$ cat src/rtl/mem_access_unit.sv
// mem_access_unit: MEM stage, one req/ack data-bus transaction per load/store.
// Aligns and extends load data, then drives a one-cycle register write-back.
//
// Ports:
//   clk, rst_n           clock, asynchronous active-low reset
//   ex2mem_*             request from execute (mem_en, wb_en, addr, opcode,
//                        funct3, rd, store_data)
//   mem2cu_stall_o       hold upstream stages while an access is in flight
//   mem2cu_bus_err_o     one-cycle pulse when an access times out
//   mem2cu_misalign_o    one-cycle pulse when a misaligned access is rejected
//   bus_*                data bus (req/we/addr/be/wdata out, ack/rdata in)
//   mem2regs_*           register-file write-back (wb_en, rd_addr, rd_data)
//
// Optional feature: define MEMU_MISALIGN_CHECK_EN to reject misaligned
// halfword/word accesses instead of silently aligning them down.
module mem_access_unit #(
  parameter int ADDR_W      = 32,
  parameter int DATA_W      = 32,
  parameter int TIMEOUT_CYC = 255
) (
  input  logic              clk,
  input  logic              rst_n,
  input  logic              ex2mem_mem_en_i,
  input  logic              ex2mem_wb_en_i,
  input  logic [ADDR_W-1:0] ex2mem_mem_addr_i,
  input  logic [6:0]        ex2mem_opcode_i,
  input  logic [2:0]        ex2mem_funct3_i,
  input  logic [4:0]        ex2mem_rd_i,
  input  logic [DATA_W-1:0] ex2mem_store_data_i,
  output logic              mem2cu_stall_o,
  output logic              mem2cu_bus_err_o,
  output logic              mem2cu_misalign_o,
  output logic              bus_req_o,
  output logic              bus_we_o,
  output logic [ADDR_W-1:0] bus_addr_o,
  output logic [3:0]        bus_be_o,
  output logic [DATA_W-1:0] bus_wdata_o,
  input  logic              bus_ack_i,
  input  logic [DATA_W-1:0] bus_rdata_i,
  output logic              mem2regs_wb_en_o,
  output logic [4:0]        mem2regs_rd_addr_o,
  output logic [DATA_W-1:0] mem2regs_rd_data_o
);

  localparam logic [6:0] OP_LOAD  = 7'b0000011;
  localparam logic [6:0] OP_STORE = 7'b0100011;
  localparam logic [7:0] TO_LAST  = 8'(TIMEOUT_CYC - 1);

  typedef enum logic [1:0] {
    S_IDLE = 2'd0,
    S_BUS  = 2'd1,
    S_WB   = 2'd2
  } state_t;

  state_t state_q, state_d;

  logic [7:0]        cnt_q;
  logic              ld_q;
  logic              wb_q;
  logic [2:0]        f3_q;
  logic [1:0]        off_q;
  logic [4:0]        rd_q;

  logic              is_ld, is_st;
  logic              f3_ld_ok, f3_st_ok;
  logic              req_ok;
  logic              mis_hit;
  logic              accept;
  logic              timeout;
  logic [1:0]        req_off;
  logic [3:0]        be_d;
  logic [DATA_W-1:0] wdata_d;
  logic [DATA_W-1:0] shifted;
  logic [DATA_W-1:0] ld_data;

  // Request decode
  always_comb begin
    is_ld    = (ex2mem_opcode_i == OP_LOAD);
    is_st    = (ex2mem_opcode_i == OP_STORE);
    f3_ld_ok = ex2mem_funct3_i inside
               {3'b000, 3'b001, 3'b010, 3'b100, 3'b101};
    f3_st_ok = ex2mem_funct3_i inside
               {3'b000, 3'b001, 3'b010};
    req_ok   = ex2mem_mem_en_i &
               ((is_ld & f3_ld_ok) | (is_st & f3_st_ok));
  end

  // Lane offset: halfwords and words drop the low address bits
  always_comb begin
    req_off = 2'b00;
    unique case (1'b1)
      ex2mem_funct3_i[1:0] == 2'b00:
        req_off = ex2mem_mem_addr_i[1:0];
      ex2mem_funct3_i[1:0] == 2'b01:
        req_off = {ex2mem_mem_addr_i[1], 1'b0};
      default:
        req_off = 2'b00;
    endcase
  end

  always_comb begin
    be_d    = 4'b1111;
    wdata_d = ex2mem_store_data_i;
    if (is_st) begin
      unique case (1'b1)
        ex2mem_funct3_i[1:0] == 2'b00: begin
          be_d    = 4'b0001 << req_off;
          wdata_d = {4{ex2mem_store_data_i[7:0]}};
        end
        ex2mem_funct3_i[1:0] == 2'b01: begin
          be_d    = 4'b0011 << req_off;
          wdata_d = {2{ex2mem_store_data_i[15:0]}};
        end
        default: begin
          be_d    = 4'b1111;
          wdata_d = ex2mem_store_data_i;
        end
      endcase
    end
  end

`ifdef MEMU_MISALIGN_CHECK_EN
  logic misal;
  always_comb begin
    misal = ((ex2mem_funct3_i[1:0] == 2'b01) & ex2mem_mem_addr_i[0]) |
            ((ex2mem_funct3_i[1:0] == 2'b10) &
             (ex2mem_mem_addr_i[1:0] != 2'b00));
  end
  assign mis_hit = (state_q == S_IDLE) & req_ok & misal;
`else
  assign mis_hit = 1'b0;
`endif

  assign accept  = (state_q == S_IDLE) & req_ok & ~mis_hit;
  assign timeout = (state_q == S_BUS) & ~bus_ack_i &
                   (cnt_q == TO_LAST);

  // Load alignment and extension
  always_comb begin
    shifted = bus_rdata_i >> {off_q, 3'b000};
    ld_data = shifted;
    unique case (f3_q)
      3'b000:  ld_data = {{24{shifted[7]}}, shifted[7:0]};
      3'b001:  ld_data = {{16{shifted[15]}}, shifted[15:0]};
      3'b100:  ld_data = {24'd0, shifted[7:0]};
      3'b101:  ld_data = {16'd0, shifted[15:0]};
      default: ld_data = shifted;
    endcase
  end

  // State register
  always_ff @(posedge clk or negedge rst_n) begin
    if (!rst_n) begin
      state_q <= S_IDLE;
    end else begin
      state_q <= state_d;
    end
  end

  // Next state
  always_comb begin
    state_d = state_q;
    unique case (state_q)
      S_IDLE: begin
        if (accept) state_d = S_BUS;
      end
      S_BUS: begin
        if (bus_ack_i) state_d = ld_q ? S_WB : S_IDLE;
        else if (timeout) state_d = S_IDLE;
      end
      S_WB:    state_d = S_IDLE;
      default: state_d = S_IDLE;
    endcase
  end

  // State-decoded outputs
  always_comb begin
    bus_req_o        = (state_q == S_BUS);
    mem2regs_wb_en_o = (state_q == S_WB) & wb_q & (rd_q != 5'd0);
    mem2cu_stall_o   = (state_q != S_IDLE) |
                       ((state_q == S_IDLE) & req_ok);
  end

  // Datapath registers
  always_ff @(posedge clk or negedge rst_n) begin
    if (!rst_n) begin
      cnt_q              <= 8'd0;
      ld_q               <= 1'b0;
      wb_q               <= 1'b0;
      f3_q               <= 3'd0;
      off_q              <= 2'd0;
      rd_q               <= 5'd0;
      bus_we_o           <= 1'b0;
      bus_addr_o         <= '0;
      bus_be_o           <= 4'd0;
      bus_wdata_o        <= '0;
      mem2cu_bus_err_o   <= 1'b0;
      mem2cu_misalign_o  <= 1'b0;
      mem2regs_rd_addr_o <= 5'd0;
      mem2regs_rd_data_o <= '0;
    end else begin
      cnt_q             <= (state_q == S_BUS) ? cnt_q + 8'd1 : 8'd0;
      mem2cu_bus_err_o  <= timeout;
      mem2cu_misalign_o <= mis_hit;
      if (accept) begin
        ld_q        <= is_ld;
        wb_q        <= ex2mem_wb_en_i;
        f3_q        <= ex2mem_funct3_i;
        off_q       <= req_off;
        rd_q        <= ex2mem_rd_i;
        bus_we_o    <= is_st;
        bus_addr_o  <= {ex2mem_mem_addr_i[ADDR_W-1:2], 2'b00};
        bus_be_o    <= be_d;
        bus_wdata_o <= wdata_d;
      end
      if ((state_q == S_BUS) && bus_ack_i && ld_q) begin
        mem2regs_rd_addr_o <= rd_q;
        mem2regs_rd_data_o <= ld_data;
      end
    end
  end

endmodule
$ cat config.mk
export PLATFORM = sky130hd
export DESIGN_NAME = mem_access_unit
export DESIGN_NICKNAME = d
export VERILOG_FILES = /design/src/rtl/mem_access_unit.sv
export SDC_FILE = /design/constraint.sdc
export NUM_CORES = 1
export LEC_CHECK = 0
export CORE_MARGIN = 4
export CORE_UTILIZATION = 34
export DETAILED_ROUTE_END_ITERATION = 7
export PLACE_DENSITY = 0.67
export SYNTH_ARGS = -nofsm -noshare
export SYNTH_HDL_FRONTEND = slang
export SYNTH_SLANG_ARGS = --single-unit
$ cat constraint.sdc
create_clock -name clk -period 1.75 [get_ports clk]
set_clock_uncertainty 0.15 [all_clocks]
set_input_delay 0.175 -clock clk [delete_from_list [all_inputs] [get_ports clk]]
set_output_delay 0.175 -clock clk [all_outputs]
set_load 0.01 [all_outputs]
==> results.txt <==
----------------------------------------------------
[STA]
  Fin Hold WS ... between 0.06 and 0.07 ns
  Setup WS post-layout ... -0.2943 ns
  Final-report setup violation count ... 1
  Ratio of final minimum period to clock period ... 116.8%
  Shortest period the worst path allows ... ~2.0 ns
  Max Slew Vio Count ... 0
  RSZ-0062 raised after global routing ... true
  Highest clock frequency the design can meet ... 489.2 MHz
  Final Hold Fails ... 0

[Die]
  Area of the core ... roughly 0.018 sq mm
  Total die area ... between 0.02 and 0.025 sq mm
  Starting utilization of the core area ... 34.96%
  Chip Width ... 144.6 microns
  Die height ... approximately 140 microns
  Io pins ... roughly 230
  Number of rows created at floorplan ... 49

[Logic synthesis]
  Area contributors post-synth ... dfrtp_1 (50%), mux2_4 (18%), a21oi_1 (6.3%)
  Most common cell in the netlist ... dfrtp_1
  Fraction of synthesized cell area taken by the top area cell type ... roughly half
  Ys Warns ... 0
  Post-synth ARST share ... 100.0%
  Post-Synthesis Cell Area ... about 0.0063 sq mm
  Cell variety after synth ... 39
  Synthesized area per cell ... roughly 12 sq um
  Portion of the post-synthesis area used by sequential elements ... 50.10%
  Synth top cells by count ... dfrtp_1 (127), a21oi_1 (80), mux2_4 (78)
  FF+latch count, synth ... between 100 and 150
  Most area-hungry cell type in the Yosys netlist ... dfrtp_1
  Count of flip-flops with a built-in enable after synthesis ... 0
  Instance count of the mapped netlist ... between 500 and 600
  Ys flop type ... dfrtp_1

[Detailed routing]
  Post-route DRC violation count ... 0
  Highest metal used ... met5
  Violation count after the first detailed-routing iteration ... around 190
  Per-cell via count in the routed design ... 4.832
  Average detailed-routed wire length per instance ... around 18 microns
  DR WL met2 ... between 8000 and 9000 microns
  Count of vias placed by the detailed router ... between 5000 and 6000
  Metal3 WL ... about 1800 microns
  Number of routed nets with antenna violations ... 0
  Router iterations before antenna repair ... 6
  Routed Wire Length ... roughly 19000 microns
  Met1 wire length ... about 8000 microns

[Worst setup path]
  Critical path fanouts, max ... 2
  Kind of capture point of the worst setup path ... output pin
  Maximum single-stage delay on the critical path ... ~0.53 ns
  Depth of the worst register-to-register path ... 5
  Crit-path cells ... or4_1 > nor2_1 > buf_4 > nor3_2 > buf_2
  Start-to-end type of the worst setup path ... reg2out
  Worst endpoint required time ... around 1.4 ns
  Slowest stage cell on the critical path ... or4_1
  Nature of the critical path startpoint ... flip-flop
  Crit path DAT ... between 1.5 and 2 ns

[Global routing]
  Via count of the first global-routing pass ... approximately 5500
  Pin count of the biggest net entering global routing ... 40
  Antenna violations before repair ... 3
  Global-route usage over all layers ... between 10% and 20%
  Aggregate global routing overflow ... 0
  Wire length of the first global-routing pass ... 28720 microns

[CTS]
  Max H-tree Level ... 4
  Root Driver ... clkbuf_16
  Clock tree sinks ... between 100 and 150
  TritonCTS clock tree ... done
  CTS clock-pin slew for the worst setup and hold paths ... around 0.06 ns
  Num CTS Buffers ... 17
  Clock network latency to the later pin of the worst-skew pair ... ~0.41 ns
  Largest buffer count on any clock path ... 2

[Hold path]
  Worst hold path class ... in2reg
  WHS Path Cells ... 3

[Placed design]
  Port buffer count ... around 220
  Placer's final routability congestion estimate ... 0.8431
  HPWL Detailed ... ~13000 microns
  Cell count after placement ... ~980

[Run]
  Max-cap check violation count ... 0

[Finish]
  Share of post-route cells with drive strength above 1 ... 26.02%
  Nets ... 912
  Cell Count, Final, Fillers Out ... around 1000
  Growth of design area from synthesis to finish ... 57.57%

[Run status]
  Violated checks ... setup timing
  Outcome ... complete, but fails checks

[Power and ir drop]
  Leakage component of the power ... around 4.5 nW
  Peak ir drop on the vdd network ... approximately 0.64 mV
  Post-layout power ... 8.244 mW
  Ratio of total power to cell area ... a little over 800 mW/mm^2

----------------------------------------------------
==> sequential cells by signal, summed over array words and instances (netlist names), 2 cells and up <==
register            cells
bus_wdata_o            32
mem2regs_rd_data_o     32
bus_addr_o             30
cnt_q                   8
mem2regs_rd_addr_o      5
rd_q                    5
bus_be_o                4
f3_q                    3
off_q                   2
state_q                 2
==> final timing paths <==
kind                       slack (ns)                    end                   from
max                             -0.29       mem2regs_wb_en_o                rd_q[0]
min                              0.07                   ld_q     ex2mem_opcode_i[5]
max reg2reg                      0.01               off_q[0]             state_q[0]
min reg2reg                      0.33  mem2regs_rd_data_o[7]  mem2regs_rd_data_o[7]
max in group asynchronous        0.70        bus_wdata_o[19]                  rst_n
min in group asynchronous        0.11  mem2regs_rd_data_o[8]                  rst_n
==> cell type report <==
type / instances / area [sq um]
fill: 1492 / 8152
antenna: 1 / 2.502
timing repair buffer: 287 / 2998
clock inverter: 12 / 158.9
inverter: 4 / 15.01
tap: 229 / 286.5
sequential: 127 / 3179
multi-input combinational: 357 / 2889
clock buffer: 20 / 466.7
==> cell families (layout without fill, tap and decap cells) <==
kind of cell             count (synthesis)  after routing  share of synthesized area [%]
multiplexers                           120            120                          25.44
other                                    1              4                        0.05911
adder cells (fa/ha/maj)                  2              2                         0.3944
AO/OA/AOI/OAI                          105            105                          8.521
buffers and inverters                   42            323                          5.306
XOR/XNOR                                 6              6                         0.8284
AND/OR/NAND/NOR                        121            121                          9.349
flip-flops                             127            127                          50.10
==> layer usage <==
layer	vias up	GRT usage [%]
met2	243	27.60
li1	2367	-
met4	4	5.547
met3	24	7.308
met5	-	0
met1	2373	22.77
==> through the flow <==
step / TNS (ns) / setup WS (ns) / cell area [sq um] / utilization, %
after floorplan: -8.506 / -0.1094 / 6355 / -
after global placement: -44.31 / -0.5551 / 8976 / 49.46
after detailed placement: -45.81 / -0.5772 / 8976 / 49.46
after CTS: -1.488 / -0.3396 / 9857 / 54.32
after global routing: -1.528 / -0.3658 / 9996 / 55.08
final: -0.2943 / -0.2943 / 9996 / 55.08
==> layout by cell type, fill, tap and decap left out, drive strengths merged, types with 4 or more instances in the layout <==
master         instances
a21oi                 80
and2                   8
buf                   61
clkbuf                24
clkdlybuf4s50        210
clkinv                 6
dfrtp                127
dlygate4sd2            6
inv                    5
mux2                  96
mux2i                 24
nand2                 32
nand2b                 4
nand3                  5
nor2                  51
nor2b                  5
o21ai                 20
xor2                   5
==> timing repair <==
| action | in CTS | in global routing |
|---|---|---|
| pin swaps | 6 | 4 |
| resized for setup | 34 | 20 |
| hold endpoints to repair | 127 | 1 |
| hold buffers | 1 | 1 |
| setup buffers | 9 | 3 |
| setup endpoints to repair | 83 | 95 |
| gates cloned | 5 | 4 |
==> report_power, final <==
| group | leakage, nW | total [mW] | switching [mW] | internal [mW] |
|---|---|---|---|---|
| registers | 1.74 | 3.23 | 0.124 | 3.11 |
| logic | 2.46 | 1.35 | 0.501 | 0.849 |
| clock network | 0.303 | 3.66 | 1.30 | 2.36 |
| total | 4.50 | 8.24 | 1.93 | 6.32 |
==> critical path: cells and delay by family, from the launching register on <==
kind	cells	cell delay (ns)
buffers and inverters	2	0.26
DFF	1	0.37
and+or+nand+nor	3	0.67
No activity file was read; power rests on OpenSTA's default activity.
